## config.mk

```make
export PLATFORM = sky130hd
export DESIGN_NAME = alarm_beeper
export DESIGN_NICKNAME = d
export VERILOG_FILES = /design/src/rtl/alarm_pkg.sv /design/src/rtl/tone_gen.sv /design/src/rtl/alarm_beeper.sv
export SDC_FILE = /design/constraint.sdc
export NUM_CORES = 1
export LEC_CHECK = 0
export BUFFER_PORTS_ARGS = -buffer_cell sky130_fd_sc_hd__buf_2
export CORE_UTILIZATION = 65
export DETAILED_ROUTE_END_ITERATION = 7
export PLACE_DENSITY = 0.88
export SLEW_MARGIN = 20
export SYNTH_ARGS = -nofsm -noshare
export SYNTH_HDL_FRONTEND = slang
export SYNTH_SLANG_ARGS = --single-unit
```

## constraint.sdc

```tcl
create_clock -name clk -period 4.45 [get_ports clk]
set_input_delay 0.2225 -clock clk [delete_from_list [all_inputs] [get_ports clk]]
set_output_delay 0.2225 -clock clk [all_outputs]
set_load 0.005 [all_outputs]
```

## src/rtl/alarm_pkg.sv

```systemverilog
// Shared types and helpers for the alarm beeper: FSM state encoding and counter sizing.
// Pure declarations only, so it has no latency or backpressure of its own.
package alarm_pkg;

  typedef enum logic [1:0] {
    IDLE  = 2'd0,
    BEEP  = 2'd1,
    GAP   = 2'd2,
    PAUSE = 2'd3
  } alarm_state_t;

  localparam int MS_PER_S = 1000;

  // Bits needed by a counter that runs 0..max_count-1, never narrower than 1.
  function automatic int cnt_width(input int max_count);
    return (max_count > 1) ? $clog2(max_count) : 1;
  endfunction

  function automatic int max2(input int a, input int b);
    return (a > b) ? a : b;
  endfunction

endpackage

```

## src/rtl/tone_gen.sv

```systemverilog
// Square-wave divider: output starts high on the first enabled cycle and toggles every HALF_PERIOD cycles.
// Zero-latency gating by enable (output low whenever disabled); no backpressure, free-running while enabled.
module tone_gen
  import alarm_pkg::*;
#(
  parameter int HALF_PERIOD = 5
) (
  input  logic clk,
  input  logic reset_n,
  input  logic enable,
  output logic wave
);

  localparam int CW = cnt_width(HALF_PERIOD);

  logic [CW-1:0] cnt;
  logic          phase;

  // While disabled the divider is parked at the start of a high half-period,
  // so every enable begins with a full-length high phase.
  always_ff @(posedge clk or negedge reset_n) begin
    if (!reset_n) begin
      cnt   <= '0;
      phase <= 1'b0;
    end else if (!enable) begin
      cnt   <= '0;
      phase <= 1'b1;
    end else if (cnt == CW'(HALF_PERIOD - 1)) begin
      cnt   <= '0;
      phase <= ~phase;
    end else begin
      cnt   <= cnt + 1'b1;
    end
  end

  assign wave = enable & phase;

endmodule

```

## src/rtl/alarm_beeper.sv

```systemverilog
// Alarm pattern sequencer (BEEP/GAP groups; ALARM_REPEAT_EN adds PAUSE and repeats groups until stop).
// One-cycle response to start/stop; outputs decode the state register directly, no backpressure.
module alarm_beeper
  import alarm_pkg::*;
#(
  parameter int CLK_HZ     = 50_000_000,
  parameter int TONE_HZ    = 2000,
  parameter int BEEP_MS    = 200,
  parameter int GAP_MS     = 100,
  parameter int BEEP_COUNT = 3,
  parameter int REPEAT_MS  = 1000
) (
  input  logic clk,
  input  logic reset_n,
  input  logic start,
  input  logic stop,
  output logic buzzer,
  output logic beep_on,
  output logic active
);

  localparam int TICKS_PER_MS = CLK_HZ / MS_PER_S;
  localparam int TONE_HALF    = CLK_HZ / (2 * TONE_HZ);
`ifdef ALARM_REPEAT_EN
  localparam int MS_MAX = max2(max2(BEEP_MS, GAP_MS), REPEAT_MS);
`else
  // REPEAT_MS has no effect without repeating groups; the zero term only keeps it referenced.
  localparam int MS_MAX = max2(BEEP_MS, GAP_MS) + 0 * REPEAT_MS;
`endif
  localparam int PW = cnt_width(TICKS_PER_MS);
  localparam int MW = cnt_width(MS_MAX);
  localparam int IW = cnt_width(BEEP_COUNT);

  alarm_state_t  state, state_nx;
  logic [PW-1:0] presc;
  logic [MW-1:0] ms_cnt;
  logic [IW-1:0] beep_idx, beep_idx_nx;
  logic          tick;
  logic          ms_last;
  logic          expire;

  assign tick = (presc == PW'(TICKS_PER_MS - 1));

  always_comb begin
    ms_last = 1'b0;
    case (state)
      BEEP:  ms_last = (ms_cnt == MW'(BEEP_MS - 1));
      GAP:   ms_last = (ms_cnt == MW'(GAP_MS - 1));
`ifdef ALARM_REPEAT_EN
      PAUSE: ms_last = (ms_cnt == MW'(REPEAT_MS - 1));
`endif
      default: ms_last = 1'b0;
    endcase
  end

  // Last cycle of the state's final millisecond.
  assign expire = tick & ms_last;

  always_comb begin
    state_nx    = state;
    beep_idx_nx = beep_idx;
    if (stop) begin
      state_nx    = IDLE;
      beep_idx_nx = '0;
    end else begin
      case (state)
        IDLE: begin
          if (start) begin
            state_nx    = BEEP;
            beep_idx_nx = '0;
          end
        end
        BEEP: begin
          if (expire) begin
            if (beep_idx < IW'(BEEP_COUNT - 1)) begin
              state_nx = GAP;
            end else begin
`ifdef ALARM_REPEAT_EN
              state_nx = PAUSE;
`else
              state_nx = IDLE;
`endif
              beep_idx_nx = '0;
            end
          end
        end
        GAP: begin
          if (expire) begin
            state_nx    = BEEP;
            beep_idx_nx = beep_idx + 1'b1;
          end
        end
`ifdef ALARM_REPEAT_EN
        PAUSE: begin
          if (expire) begin
            state_nx    = BEEP;
            beep_idx_nx = '0;
          end
        end
`endif
        default: begin
          state_nx    = IDLE;
          beep_idx_nx = '0;
        end
      endcase
    end
  end

  always_ff @(posedge clk or negedge reset_n) begin
    if (!reset_n) begin
      state    <= IDLE;
      beep_idx <= '0;
    end else begin
      state    <= state_nx;
      beep_idx <= beep_idx_nx;
    end
  end

  // Timebase restarts on every state entry and stays parked while idle.
  always_ff @(posedge clk or negedge reset_n) begin
    if (!reset_n) begin
      presc  <= '0;
      ms_cnt <= '0;
    end else if ((state_nx != state) || (state == IDLE)) begin
      presc  <= '0;
      ms_cnt <= '0;
    end else if (tick) begin
      presc  <= '0;
      ms_cnt <= ms_cnt + 1'b1;
    end else begin
      presc  <= presc + 1'b1;
    end
  end

  assign beep_on = (state == BEEP);
  assign active  = (state != IDLE);

  tone_gen #(
    .HALF_PERIOD(TONE_HALF)
  ) u_tone_gen (
    .clk    (clk),
    .reset_n(reset_n),
    .enable (beep_on),
    .wave   (buzzer)
  );

endmodule

```

==> results of run 1 <==
[per-layer routing]
metal	vias up	global-route usage	share of wire
li1	874	-	-
met1	881	0.324	0.44
met2	61	0.431	0.48
met3	10	0.0474	0.054
met4	0	0.166	0.024
met5	-	0	0
[kinds of logic after synthesis]
group | after synthesis | synth area share
xor+xnor | 34 | 0.125
fa+ha+maj | 7 | 0.0369
flops | 43 | 0.453
compound gates | 22 | 0.0653
buf+inv | 14 | 0.0284
simple gates | 125 | 0.283
mux | 2 | 0.00843
[worst register-to-register path, delay by kind of cell, from the launching register on]
| family | cells | cell delay [ns] |
|---|---|---|
| compound gates | 3 | 0.91 |
| simple gates | 2 | 0.54 |
| flops | 1 | 0.46 |
| fa+ha+maj | 1 | 0.42 |
| buf+inv | 1 | 0.16 |
[final cells by class]
| cell class | instances | area, um2 |
|---|---|---|
| fillers | 269 | 932 |
| clock inverters | 1 | 5.00 |
| inverters | 10 | 37.5 |
| flip-flops and latches | 43 | 1080 |
| repair buffers | 6 | 30.0 |
| well taps | 46 | 57.6 |
| multi-input cells | 190 | 1230 |
| clock buffers | 7 | 45.0 |
[power groups by stage]
stage | clock network (uW) | logic, uW | registers, uW
after floorplan | 0 | 32.7 | 406
after global placement | 0 | 49.2 | 407
after detailed placement | 0 | 50.3 | 407
after CTS | 190 | 50.6 | 400
after global routing | 204 | 57.4 | 401
final | 187 | 50.1 | 400
[per-stage QoR]
stage | hold WS, ns | power, uW | instances | utilization
global route | 0.0521 | 662 | 303 | 0.727
global placement | 0.405 | 456 | 295 | 0.712
CTS | 0.00679 | 640 | 303 | 0.727
detailed placement | 0.415 | 458 | 295 | 0.712
floorplan | -0.0731 | 439 | 247 | -
finish | -0.0301 | 637 | 303 | 0.727
[flip-flops by register name, summed over array words and instances (netlist names)]
| name | cells |
|---|---|
| presc | 16 |
| beep_idx | 2 |
| ms_cnt | 8 |
| u_tone_gen.cnt | 14 |
| state | 2 |
| u_tone_gen.phase | 1 |
[cells in the mapped netlist]
library cell | n | share of area
a2111oi_0 | 1 | 0.0037
a21boi_0 | 1 | 0.0032
a21oi_1 | 3 | 0.0063
a22oi_1 | 1 | 0.0032
a311oi_1 | 1 | 0.0037
a31oi_1 | 2 | 0.0053
and2_1 | 1 | 0.0026
and3_1 | 6 | 0.016
and4_1 | 2 | 0.0074
and4bb_2 | 3 | 0.016
buf_6 | 2 | 0.0095
clkbuf_1 | 2 | 0.0032
dfrtp_1 | 43 | 0.45
ha_1 | 7 | 0.037
inv_1 | 10 | 0.016
mux2i_1 | 2 | 0.0084
nand2_1 | 13 | 0.021
nand2b_1 | 3 | 0.0079
nand3_1 | 20 | 0.042
nand4_1 | 9 | 0.024
nor2_1 | 48 | 0.076
nor2b_1 | 2 | 0.0053
nor3_1 | 10 | 0.021
nor4_1 | 3 | 0.0079
nor4b_4 | 2 | 0.020
nor4bb_4 | 1 | 0.011
o2111a_1 | 1 | 0.0047
o2111ai_1 | 1 | 0.0037
o211ai_1 | 1 | 0.0032
o211ai_2 | 1 | 0.0053
o21ai_0 | 4 | 0.0084
o21ai_1 | 1 | 0.0021
o22ai_1 | 1 | 0.0026
o31ai_1 | 2 | 0.0063
o32ai_1 | 1 | 0.0037
or2_2 | 1 | 0.0026
or3b_2 | 1 | 0.0037
xnor2_1 | 16 | 0.059
xor2_1 | 18 | 0.066
[placed cells by master, fill, tap and decap left out, types with 2 or more instances in the layout]
cell type  instances
and4bb_2           3
a31oi_1            2
nand2_1           13
nor2_1            48
nor4_1             3
nand3_1           20
o21ai_0            4
clkbuf_1           2
and3_1             6
dfrtp_1           43
nor2b_1            2
mux2i_1            2
nor4b_4            2
o31ai_1            2
buf_2              6
xor2_1            18
ha_1               7
nand2b_1           3
clkbuf_4           5
xnor2_1           16
a21oi_1            3
nor3_1            10
inv_1             10
and4_1             2
nand4_1            9
[final timing paths]
| path | cells after the start | slack, ns | startpoint | end |
|---|---|---|---|---|
| setup / recovery | 7 | 1.90 | state[1] | ms_cnt[5] |
| min in group clk | 2 | 0.07 | stop | beep_idx[0] |
| max in group asynchronous | 1 | 3.90 | reset_n | presc[9] |
| hold / removal | 1 | -0.03 | reset_n | u_tone_gen.cnt[1] |
| hold reg to reg | 1 | 0.50 | presc[0] | presc[0] |
| setup reg to reg | 7 | 1.90 | state[1] | ms_cnt[5] |
==> results.py, run 1 <==
metrics = {
    "sta": {
        "relSlewSlack": 0.390,
        "timing.final.ws_setup_ns": 1.90,
        "skew_ns": 0.0104,
        "final_min_period_over_clock_period": 0.573,
        "report.final.slew_viol_count": 0,
        "holdWs_ns": -0.0301,
        "max_freq_ghz": 0.392,
        "rsz0062_at_grt": "no",
        "finalCriticalPeriod_ns": 2.55,
        "hold_violations": 34,
        "setup_viol": 0,
        "tns_ns": 0,
        "tightest_slew_ns": 0.915,
    },
    "floorplanning": {
        "coreArea_mm2": 0.00342,
        "dieHeight_um": 62.5,
        "ios": 7,
        "fp.dieW_um": 62.5,
        "initial_core_util": 0.696,
        "die_area_mm2": 0.00390,
        "rows": 21,
    },
    "detailed_routing": {
        "via_per_inst": 6.03,
        "drc": 0,
        "ant_nets": 0,
        "num_vias": 1826,
        "first_pass_iters": 4,
        "wl_per_cell_um": 14.5,
        "postRouteWirelength_um": 4380,
        "drt_iter0_drc": 233,
    },
    "placed_design": {
        "hpwl_um": 3160,
        "gp_congestion": 0.900,
        "pre_cts_ws_ns": 1.98,
        "place_area_mm2": 0.00243,
        "numPortBuffers": 6,
    },
    "status": {
        "violations": "hold timing",
        "status": "complete, but fails checks",
    },
    "clock_tree": {
        "tritoncts": "built",
        "ctsResizeCount": 0,
        "cts_root_buffer": "clkbuf_4",
        "cts.sinks": 43,
        "cts.path.max_buffers": 2,
        "post-cts-setup-buffers": 0,
        "cts_buffers": 5,
        "clk_latency_ns": 0.37,
        "clk_pin_slew_ns": 0.12,
        "h-tree-depth": 2,
        "cts_hold_repair.buffers": 0,
    },
    "critical_path": {
        "path_max_fanout": 12,
        "cp_slowest_stage_delay_ns": 0.46,
        "path_cells": "inv_1, ha_1, nor2b_1, o31ai_1, a2111oi_0, o21ai_1, nor2_1",
        "cp_top_family": "compound AO/OA/AOI/OAI gates",
        "critPathArrivalTime_ns": 2.85,
        "cp_slowest_cell": "dfrtp_1",
        "start_kind": "register",
        "cp_num_buf_inv": 1,
        "required_ns": 4.75,
        "crit_type": "reg2reg",
        "endpoint_kind": "register",
    },
    "cells_and_area": {
        "design_area_mm2": 0.00248,
        "area_growth_pct": 4.53,
        "n_antenna_cell": 0,
        "layout-drive-gt1-share": 0.0817,
        "finalNetCount": 267,
    },
    "global_route": {
        "antenna_found_initial": 0,
        "grt_pass1_wl_um": 8020,
        "grt-ovfl-total": 0,
        "track_usage": 0.264,
        "grt_max_degree": 44,
        "grt_pass1_vias": 1847,
    },
    "synth": {
        "ys_types": 39,
        "synth_seq_cells": 43,
        "synthesis.area_mm2": 0.00238,
        "syn-instance-count": 247,
        "synth_warnings": 0,
        "syn_avg_cell_area_um2": 9.62,
        "synth_nets": 258,
        "seq_area_frac_synth": 0.453,
    },
    "pwr": {
        "powerDensity_mw_per_mm2": 256,
        "p_switching_uw": 166,
        "sw_frac_of_total": 0.261,
        "p_leak_uw": 0.000999,
        "ir_drop_mv": 0.213,
        "comb_power_share": 0.079,
        "pwr-share-seq": 0.628,
        "p_int_uw": 471,
        "clock_power_share": 0.294,
    },
    "hold_path": {
        "hold_class": "in2async",
    },
    "run": {
        "maxCapViolCount": 0,
    },
}
No activity file was read; power rests on OpenSTA's default activity.
==> inputs of run 2 (changes only) <==
--- a/config.mk
+++ b/config.mk
@@ -6,9 +6,9 @@
 export NUM_CORES = 1
 export LEC_CHECK = 0
 export BUFFER_PORTS_ARGS = -buffer_cell sky130_fd_sc_hd__buf_2
-export CORE_UTILIZATION = 65
+export CORE_UTILIZATION = 55
 export DETAILED_ROUTE_END_ITERATION = 7
-export PLACE_DENSITY = 0.88
+export PLACE_DENSITY = 0.8
 export SLEW_MARGIN = 20
 export SYNTH_ARGS = -nofsm -noshare
 export SYNTH_HDL_FRONTEND = slang
==> constraint.sdc (replaced) <==
create_clock -name clk -period 2.14 [get_ports clk]
set_input_delay 0.107 -clock clk [delete_from_list [all_inputs] [get_ports clk]]
set_output_delay 0.107 -clock clk [all_outputs]
set_load 0.005 [all_outputs]
==> results.py, run 2 (synthesis results as in run 1) <==
metrics = {
    "global_route": {
        "grt_max_degree": 44,
        "grt_pass1_vias": 1785,
        "antenna_found_initial": 0,
        "track_usage": 0.234,
        "grt-ovfl-total": 0,
        "grt_pass1_wl_um": 7910,
    },
    "floorplanning": {
        "initial_core_util": 0.581,
        "die_area_mm2": 0.00459,
        "rows": 23,
        "ios": 7,
        "fp.dieW_um": 67.7,
        "dieHeight_um": 67.7,
        "coreArea_mm2": 0.00409,
    },
    "clock_tree": {
        "clk_latency_ns": 0.30,
        "cts.sinks": 43,
        "clk_pin_slew_ns": 0.09,
        "tritoncts": "built",
        "cts.path.max_buffers": 2,
        "h-tree-depth": 2,
        "cts_root_buffer": "clkbuf_8",
        "cts_buffers": 5,
    },
    "cells_and_area": {
        "layout-drive-gt1-share": 0.168,
        "n_antenna_cell": 0,
        "largest_reg_flops": 16,
        "top_regs": "presc (16), u_tone_gen.cnt (14), ms_cnt (8)",
        "top_register": "presc",
        "final_cell_mix": "nor2_1 (48), dfrtp_1 (43), nand3_1 (20)",
        "area_growth_pct": 13.9,
        "final_common_cell": "nor2_1",
        "seq_area_mm2": 0.00108,
        "multi_input_area_mm2": 0.00127,
        "fill_cells": 322,
        "finalNetCount": 283,
    },
    "sta": {
        "tightest_slew_ns": 0.928,
        "setup_viol": 0,
        "relSlewSlack": 0.381,
        "final_min_period_over_clock_period": 0.931,
        "holdWs_ns": 0.0460,
        "finalCriticalPeriod_ns": 1.99,
        "rsz0062_at_grt": "no",
        "tns_ns": 0,
        "report.final.slew_viol_count": 0,
        "timing.final.ws_setup_ns": 0.147,
        "hold_violations": 0,
        "max_freq_ghz": 0.502,
        "skew_ns": 0.00893,
    },
    "detailed_routing": {
        "num_vias": 1846,
        "wl_per_cell_um": 14.2,
        "drt_iter0_drc": 123,
        "via_per_inst": 5.72,
        "first_pass_iters": 5,
        "ant_nets": 0,
        "drc": 0,
        "postRouteWirelength_um": 4590,
    },
    "critical_path": {
        "required_ns": 2.37,
        "rrSetupSlack_ns": 0.15,
        "critPathLaunch": "state[0]",
        "start_kind": "register",
        "cp_top_family": "compound AO/OA/AOI/OAI gates",
        "path_cells": "inv_1, ha_2, and4bb_2, o2111a_1, a22oi_2, o21ai_1, buf_4, nor2_1",
        "timing.rr.start": "state[0]",
        "endpoint_kind": "register",
        "cp_num_buf_inv": 2,
        "cp_slowest_stage_delay_ns": 0.38,
        "path_max_fanout": 7,
        "cp_slowest_cell": "dfrtp_1",
        "crit_type": "reg2reg",
        "critPathArrivalTime_ns": 2.22,
    },
    "placed_design": {
        "pre_cts_ws_ns": -0.125,
        "hpwl_um": 3210,
        "numPortBuffers": 6,
        "gp_congestion": 0.845,
    },
    "status": {
        "status": "completed",
    },
    "pwr": {
        "p_leak_uw": 0.00110,
        "powerDensity_mw_per_mm2": 555,
        "ir_drop_mv": 0.454,
    },
    "run": {
        "maxCapViolCount": 0,
    },
    "hold_path": {
        "hold_class": "in2reg",
        "worstHoldStart": "stop",
    },
}
==> run 2: worst paths after layout <==
kind | end | depth (start not counted)
max | ms_cnt[1] | 8
max reg2reg | ms_cnt[1] | 8
min | beep_idx[0] | 2
max in group asynchronous | presc[8] | 2
min reg2reg | presc[0] | 1
min in group asynchronous | beep_idx[1] | 2
==> run 2: routing by layer <==
layer,vias up,GRT usage,part of all wire
met5,-,0,0
met4,0,0.0824,0.011
met3,6,0.0541,0.025
met2,18,0.380,0.47
met1,909,0.303,0.49
li1,913,-,-
==> run 2: cell type report <==
cell class	instances	area share
clock inverter	3	0.00878
inverter	10	0.0139
sequential	43	0.398
tap	50	0.0231
timing repair buffer	22	0.0610
clock buffer	5	0.0254
multi-input combinational	190	0.470
==> run 2: through the flow <==
step / cell area (um2) / utilization / cells / total power [uW]
after floorplan: 2380 / - / 247 / 913
after global placement: 2540 / 0.622 / 313 / 965
after detailed placement: 2540 / 0.622 / 313 / 969
after CTS: 2660 / 0.650 / 322 / 1500
after global routing: 2710 / 0.662 / 323 / 1580
final: 2710 / 0.662 / 323 / 1500
==> run 2: where the power goes <==
group / total [uW] / internal [uW] / switching [uW]
Clock: 529 / 233 / 296
Sequential: 828 / 820 / 7.90
Combinational: 143 / 55.5 / 87.9
==> run 2: repair_timing <==
action,4_1_cts,5_1_grt
hold buffers,1,0
hold endpoints to repair,43,0
buffers inserted,0,1
setup endpoints to repair,16,25
pin swaps,0,3
cloned,0,0
resized for setup,2,9
==> inputs of run 3 (changes only) <==
--- a/config.mk
+++ b/config.mk
@@ -9,6 +9,8 @@
 export CORE_UTILIZATION = 55
 export DETAILED_ROUTE_END_ITERATION = 7
 export PLACE_DENSITY = 0.8
+export RECOVER_POWER = 50
+export REMOVE_ABC_BUFFERS = 1
 export SLEW_MARGIN = 20
 export SYNTH_ARGS = -nofsm -noshare
 export SYNTH_HDL_FRONTEND = slang
==> results.py, run 3 (synthesis results as in run 1) <==
metrics = {
    "critical_path": {
        "required_ns": 2.31,
        "path_max_fanout": 5,
        "endpoint_kind": "register",
        "start_kind": "register",
        "crit_type": "reg2reg",
        "critPathArrivalTime_ns": 2.21,
    },
    "clock_tree": {
        "clk_latency_ns": 0.30,
        "h-tree-depth": 2,
        "cts.path.max_buffers": 2,
        "clk_pin_slew_ns": 0.09,
        "cts_buffers": 5,
        "cts.sinks": 43,
        "cts_root_buffer": "clkbuf_8",
        "tritoncts": "built",
    },
    "detailed_routing": {
        "ant_nets": 0,
        "wl_met2_um": 2230,
        "first_pass_iters": 4,
        "postRouteWirelength_um": 4660,
        "wl_met3_um": 128,
        "routed.top_layer": "met4",
        "drt_iter0_drc": 74,
        "wl_per_cell_um": 14.4,
        "num_vias": 1825,
        "drc": 0,
        "via_per_inst": 5.65,
        "drt-met1-wl_um": 2230,
    },
    "floorplanning": {
        "rows": 23,
        "fp.dieW_um": 67.7,
        "ios": 7,
        "die_area_mm2": 0.00459,
        "coreArea_mm2": 0.00409,
        "dieHeight_um": 67.7,
        "initial_core_util": 0.581,
    },
    "global_route": {
        "grt-ovfl-total": 0,
        "grt_pass1_vias": 1698,
        "grt_max_degree": 44,
        "grt_pass1_wl_um": 7450,
        "antenna_found_initial": 0,
        "track_usage": 0.225,
    },
    "placed_design": {
        "hpwl_um": 3130,
        "place_area_mm2": 0.00254,
        "numPortBuffers": 6,
        "gp_congestion": 0.871,
    },
    "sta": {
        "max_freq_ghz": 0.488,
        "final_min_period_over_clock_period": 0.957,
        "skew_ns": 0.00935,
        "finalCriticalPeriod_ns": 2.05,
        "report.final.slew_viol_count": 0,
        "hold_violations": 0,
        "tightest_slew_ns": 1.03,
        "holdWs_ns": 0.0492,
        "setup_viol": 0,
        "relSlewSlack": 0.310,
    },
    "cells_and_area": {
        "design_area_mm2": 0.00273,
        "fill_cells": 321,
        "finalNetCount": 283,
        "final_common_cell": "nor2_1",
        "n_antenna_cell": 0,
        "top_register": "presc",
        "layout-drive-gt1-share": 0.165,
        "final_cell_mix": "nor2_1 (48), dfrtp_1 (43), nand3_1 (20)",
        "top_regs": "presc (16), u_tone_gen.cnt (14), ms_cnt (8)",
        "largest_reg_flops": 16,
        "area_growth_pct": 14.8,
    },
    "pwr": {
        "finalPower_uw": 1610,
        "powerDensity_mw_per_mm2": 589,
        "p_leak_uw": 0.00112,
        "ir_drop_mv": 0.436,
    },
    "status": {
        "status": "completed",
    },
    "run": {
        "maxCapViolCount": 0,
    },
    "hold_path": {
        "hold_class": "in2reg",
    },
}
[run 3: layout make-up]
class	count	area, um2	area share
multi-input combinational	190	1270	0.467
sequential	43	1080	0.394
timing repair buffer	22	165	0.0606
clock buffer	5	68.8	0.0252
tap	50	62.6	0.0229
clock inverter	3	43.8	0.0161
inverter	10	37.5	0.0138
[run 3: per-stage QoR]
step,util,TNS (ns),std cells,setup slack [ns]
global route,0.667,-0.850,323,-0.0699
finish,0.667,0,323,0.0915
global placement,0.622,0,313,0.0162
floorplan,-,0,243,0.0355
CTS,0.656,0,322,0.0115
detailed placement,0.622,-0.512,313,-0.0590
[run 3: metal layers]
layer  global-route usage  up-vias
met3               0.0473        8
met5                    0        -
met1                0.280      882
met4                0.104        0
met2                0.371       24
li1                     -      911
[run 3: worst paths after layout]
check | start | endpoint | slack, ns | cells past startpoint
hold / removal | stop | beep_idx[0] | 0.05 | 2
min in group asynchronous | reset_n | beep_idx[1] | 0.51 | 2
hold reg to reg | presc[0] | presc[0] | 0.48 | 1
max in group asynchronous | reset_n | ms_cnt[6] | 0.98 | 2
setup / recovery | state[0] | state[0] | 0.09 | 8
setup reg to reg | state[0] | state[0] | 0.09 | 8
[run 3: repair_timing]
action | in CTS | in global routing
hold buffers | 1 | 0
setup endpoints to repair | 13 | 25
resized for setup | 2 | 7
hold endpoints to repair | 43 | 0
setup buffers | 0 | 1
cloned | 0 | 0
pin swaps | 0 | 3
[run 3: worst max-delay path, stage by stage, from the launching register on]
cell      delay, ns
dfrtp_1        0.36
inv_1          0.09
ha_1           0.24
and4bb_2       0.32
o2111a_1       0.26
buf_4          0.15
nand2_1        0.10
a31oi_1        0.24
a311oi_2       0.15
[run 3: report_power, final]
group	leakage, uW	total, uW	internal (uW)	switching (uW)
registers	0.000593	828	820	8.14
clock network	0.0000581	635	348	287
logic	0.000470	144	55.4	88.6
